===== src/rtl/wave_pkg.sv =====
// Shared constants for the orthogonal signal generator waveform ROMs.
// Holds segment geometry, midscale code and the quarter-wave sine table.
package wave_pkg;

  localparam int SEG_LEN = 100;
  localparam int NUM_SEG = 40;
  localparam int QTR_LEN = 25;
  localparam logic [11:0] MIDSCALE = 12'd2048;
  localparam int AMP = 2047;

  // round(AMP * sin(2*pi*i/SEG_LEN)) for i = 0..QTR_LEN
  localparam logic [10:0] Q [0:25] = '{
    11'd0,    11'd129,  11'd257,  11'd384,  11'd509,  11'd633,
    11'd754,  11'd872,  11'd986,  11'd1097, 11'd1203, 11'd1305,
    11'd1401, 11'd1492, 11'd1577, 11'd1656, 11'd1728, 11'd1794,
    11'd1852, 11'd1903, 11'd1947, 11'd1983, 11'd2011, 11'd2031,
    11'd2043, 11'd2047
  };

endpackage


===== src/rtl/quarter_sine_lut.sv =====
// Maps a phase 0..99 onto an offset-binary sine code using quarter-wave symmetry.
// Purely combinational, no latency, no flow control.
module quarter_sine_lut
  import wave_pkg::*;
(
  input  logic [6:0]  phase,
  output logic [11:0] code
);

  logic [4:0]  idx;
  logic        neg;
  logic [10:0] mag;

  always_comb begin
    idx  = '0;
    neg  = 1'b0;
    if (phase <= 7'd25) begin
      idx = 5'(phase);
    end else if (phase <= 7'd50) begin
      idx = 5'(7'd50 - phase);
    end else if (phase <= 7'd75) begin
      idx = 5'(phase - 7'd50);
      neg = 1'b1;
    end else if (phase <= 7'd99) begin
      idx = 5'(7'd100 - phase);
      neg = 1'b1;
    end
    mag  = Q[idx];
    code = neg ? (MIDSCALE - {1'b0, mag}) : (MIDSCALE + {1'b0, mag});
  end

endmodule


===== src/rtl/left_rom_ip.sv =====
// Waveform ROM: 12-bit address -> DAC code, segment k holds k+1 periods; 1-cycle latency.
// Accepts a new address every clock, no backpressure; out-of-range addresses give midscale.
module left_rom_ip
  import wave_pkg::*;
#(
  parameter int ADDR_W    = 12,
  parameter int DATA_W    = 12,
  parameter int PHASE_OFS = 25
) (
  input  logic              clock,
  input  logic              rst_n,
  input  logic [ADDR_W-1:0] address,
  output logic [DATA_W-1:0] q
);

  logic [5:0]        seg_k;
  logic [6:0]        smp_n;
  logic [12:0]       prod;
  logic [12:0]       ph_sum;
  logic [5:0]        wrap_m;
  logic [6:0]        phase_p;
  logic              in_range;
  logic [11:0]       lut_code;
  logic [DATA_W-1:0] q_d;
  logic [DATA_W-1:0] q_q;

  // Division by the segment length is unrolled into constant compares so no divider is built.
  always_comb begin
    seg_k = '0;
    for (int i = 1; i <= NUM_SEG; i++) begin
      if (int'(address) >= i * SEG_LEN) seg_k = 6'(i);
    end
    smp_n    = 7'(int'(address) - int'(seg_k) * SEG_LEN);
    in_range = (int'(address) < NUM_SEG * SEG_LEN);
    prod     = 13'((int'(seg_k) + 1) * int'(smp_n));
    ph_sum   = prod + 13'(PHASE_OFS);
    wrap_m   = '0;
    for (int i = 1; i <= NUM_SEG + 1; i++) begin
      if (int'(ph_sum) >= i * SEG_LEN) wrap_m = 6'(i);
    end
    phase_p  = 7'(int'(ph_sum) - int'(wrap_m) * SEG_LEN);
  end

  quarter_sine_lut u_lut (
    .phase (phase_p),
    .code  (lut_code)
  );

  always_comb begin
    q_d = DATA_W'(MIDSCALE);
    if (in_range) q_d = DATA_W'(lut_code);
  end

  always_ff @(posedge clock or negedge rst_n) begin
    if (!rst_n) q_q <= DATA_W'(MIDSCALE);
    else        q_q <= q_d;
  end

  assign q = q_q;

endmodule


===== config.mk =====
export PLATFORM = sky130hd
export DESIGN_NAME = left_rom_ip
export DESIGN_NICKNAME = d
export VERILOG_FILES = /design/src/rtl/wave_pkg.sv /design/src/rtl/quarter_sine_lut.sv /design/src/rtl/left_rom_ip.sv
export SDC_FILE = /design/constraint.sdc
export NUM_CORES = 1
export LEC_CHECK = 0
export ABC_AREA = 1
export BUFFER_PORTS_ARGS = -buffer_cell sky130_fd_sc_hd__clkbuf_2
export CORE_ASPECT_RATIO = 0.8
export CORE_MARGIN = 3
export CORE_UTILIZATION = 30
export DETAILED_ROUTE_END_ITERATION = 12
export GPL_TIMING_DRIVEN = 1
export PLACE_DENSITY = 0.51
export SYNTH_ARGS = -nofsm -noshare
export SYNTH_HDL_FRONTEND = slang
export SYNTH_SLANG_ARGS = --single-unit

===== constraint.sdc =====
create_clock -name clock -period 1.4 [get_ports clock]
set_clock_uncertainty 0.2 [all_clocks]
set_input_delay 0.14 -clock clock [delete_from_list [all_inputs] [get_ports clock]]
set_output_delay 0.14 -clock clock [all_outputs]
set_load 0.1 [all_outputs]

==> impl_metrics.env <==
export IMPL_synth_compound_area_share_pct=17.0
export IMPL_synth_top_family_by_area="simple AND/OR/NAND/NOR gates"
export IMPL_largest_reg_flops=12
export IMPL_synth_cells=1083
export IMPL_criticalPathCategory="in -> reg"
export IMPL_core_area_sq_um=20000
export IMPL_status="finished, violations left"
export IMPL_initial_core_util_pct=30.8
export IMPL_synthMuxAreaShare_pct=0
export IMPL_setup_violations=12
export IMPL_diodes=0
export IMPL_critPathSlowestCell="fa_1"
export IMPL_cts_tree="done"
export IMPL_slowest_delay_ns=0.56
export IMPL_numCtsBuffers=3
export IMPL_rsz0062_at_grt="true"
export IMPL_die_area_sq_um=22300
export IMPL_synth_top_cell_area_share_pct=17.6
export IMPL_cap_violations=0
export IMPL_ys_ff_latch=12
export IMPL_synthAdderAreaFrac_pct=21.3
export IMPL_start_kind="input pin"
export IMPL_htree_num_levels=1
export IMPL_die_width_um=166
export IMPL_ys_flop_type="dfrtp_1"
export IMPL_antenna_found_initial=0
export IMPL_routed_wl_um=23400
export IMPL_finalMaxSlewViolations=0
export IMPL_io_pins=26
export IMPL_clk_pin_slew_ns=0.04
export IMPL_path_common_cell="nand2_1"
export IMPL_cp_max_fo=5
export IMPL_wl_per_cell_um=13.2
export IMPL_nets=1610
export IMPL_path_delay_family="simple AND/OR/NAND/NOR gates"
export IMPL_synth_top_cell_by_area="nand2_1"
export IMPL_first_global_vias=8184
export IMPL_setup_tns_ns=-141.57
export IMPL_final_core_util_pct=54.7
export IMPL_synth_xor_area_share_pct=2.83
export IMPL_ys_seq_area_share_pct=4.90
export IMPL_period_share_pct=952
export IMPL_die_h_um=134
export IMPL_dpl_cell_area_sq_um=9420
export IMPL_syn_avg_cell_area_sq_um=5.68
export IMPL_multi_input_area_sq_um=5960
export IMPL_grt_max_degree=13
export IMPL_gp_congestion=0.985
export IMPL_hpwl_um=18600
export IMPL_max_freq_mhz=75.0
export IMPL_fin_area_sq_um=10900
export IMPL_port_buffers=25
export IMPL_grt_use_total_pct=20.7
export IMPL_route_vias_total=8353
export IMPL_yosysMostFrequentCell="nand2_1"
export IMPL_violations="negative setup slack"
export IMPL_n_fill_cell=1884
export IMPL_cts_root_buffer="clkbuf_16"
export IMPL_yosys_warnings=0
export IMPL_drive_gt1_share_pct=45.4
export IMPL_grt_overflow=0
export IMPL_cp_arrival_ns=13.25
export IMPL_critPathBufInv=27
export IMPL_yosys_top_cells_count="nand2_1 (289), inv_1 (187), nor2_1 (126), a21oi_1 (75), nand3_1 (65)"
export IMPL_routed_via_density=4.72
export IMPL_synth_area_sq_um=6150
export IMPL_syn2layout_area_growth_pct=77.7
export IMPL_crit_required_ns=1.32
export IMPL_period_needed_ns=13.33
export IMPL_fin_ws_ns=-11.93
export IMPL_grt_pass1_wl_um=39400
export IMPL_firstDrtPassIters=5
export IMPL_hold_path_class="in -> async"
export IMPL_end_kind="flip-flop"
export IMPL_drt_iter0_drc=488
export IMPL_async_flop_share_pct=100
export IMPL_synth_edf_count=0
export IMPL_finalHoldViolations=0
export IMPL_cts_sinks=12
export IMPL_ys_types=50
export IMPL_seq_area_sq_um=302
export IMPL_yosys_area_share_simple_pct=39.7
export IMPL_fp_row_count=46
export IMPL_post_route_drc_count=0
export IMPL_whs_ns=0.114
export IMPL_drtAntennaViolNets=0
export IMPL_clk_path_buf_depth=2
export IMPL_synth_area_top_cells="nand2_1 (18%), ha_1 (12%), inv_1 (11%)"
kinds of logic (layout without fill, tap and decap cells):
logic type / count (synthesis) / count (layout)
compound gates: 182 / 182
xor+xnor: 19 / 19
fa+ha+maj: 88 / 88
buf+inv: 225 / 644
flops: 12 / 12
other cells: 2 / 6
simple gates: 555 / 556
metrics by stage:
| step | cells | setup WS [ns] |
|---|---|---|
| finish | 1771 | -11.93 |
| global route | 1771 | -13.09 |
| CTS | 1758 | -11.69 |
| detailed placement | 1679 | -12.44 |
| global placement | 1679 | -12.31 |
| floorplan | 1087 | -11.38 |
cells in the final DEF (no fill, tap or decap), types with 21 or more instances in the layout:
cell | Yosys | layout
nor2_4 | 2 | 21
buf_4 | 1 | 394
o21ai_0 | 56 | 46
nand2_2 | 22 | 50
inv_2 | 22 | 35
nand2_4 | 7 | 24
inv_1 | 187 | 166
nand3_1 | 65 | 40
a21oi_1 | 75 | 58
nor2_1 | 126 | 98
ha_1 | 60 | 44
nand2_1 | 289 | 243
nand3_2 | 8 | 23
fa_1 | 28 | 26
cell type report:
class                   count  area share, %
flip-flops and latches     12           2.76
clock buffers               4          0.813
repair buffers            429           31.4
well taps                 264           3.02
inverters                 211           7.43
multi-input cells         851           54.5
repair_timing:
action	CTS	global route
endpoints found under the hold margin	12	0
pin swaps	107	63
endpoints found under the setup margin	12	12
hold buffers	1	0
cloned	1	0
buffers inserted	73	14
resized for setup	103	93
routing by layer:
| layer | up-vias | GRT usage, % | part of all wire (%) |
|---|---|---|---|
| li1 | 4279 | - | - |
| met1 | 3821 | 31.4 | 50 |
| met2 | 236 | 32.8 | 43 |
| met3 | 17 | 2.39 | 6.4 |
| met4 | 0 | 2.12 | 0.85 |
| met5 | - | 0 | 0 |
worst paths after layout:
kind                             from  endpoint  slack, ns  cells after the start
min in group clock         address[7]     q[11]       0.63                      7
max in group asynchronous       rst_n     q[11]       0.62                      2
worst max-delay path       address[5]      q[6]     -11.93                    110
worst min-delay path            rst_n      q[3]       0.11                      2
Power is not shown: default switching activity piles up to over one toggle a cycle in this logic, so the estimate is an artifact.
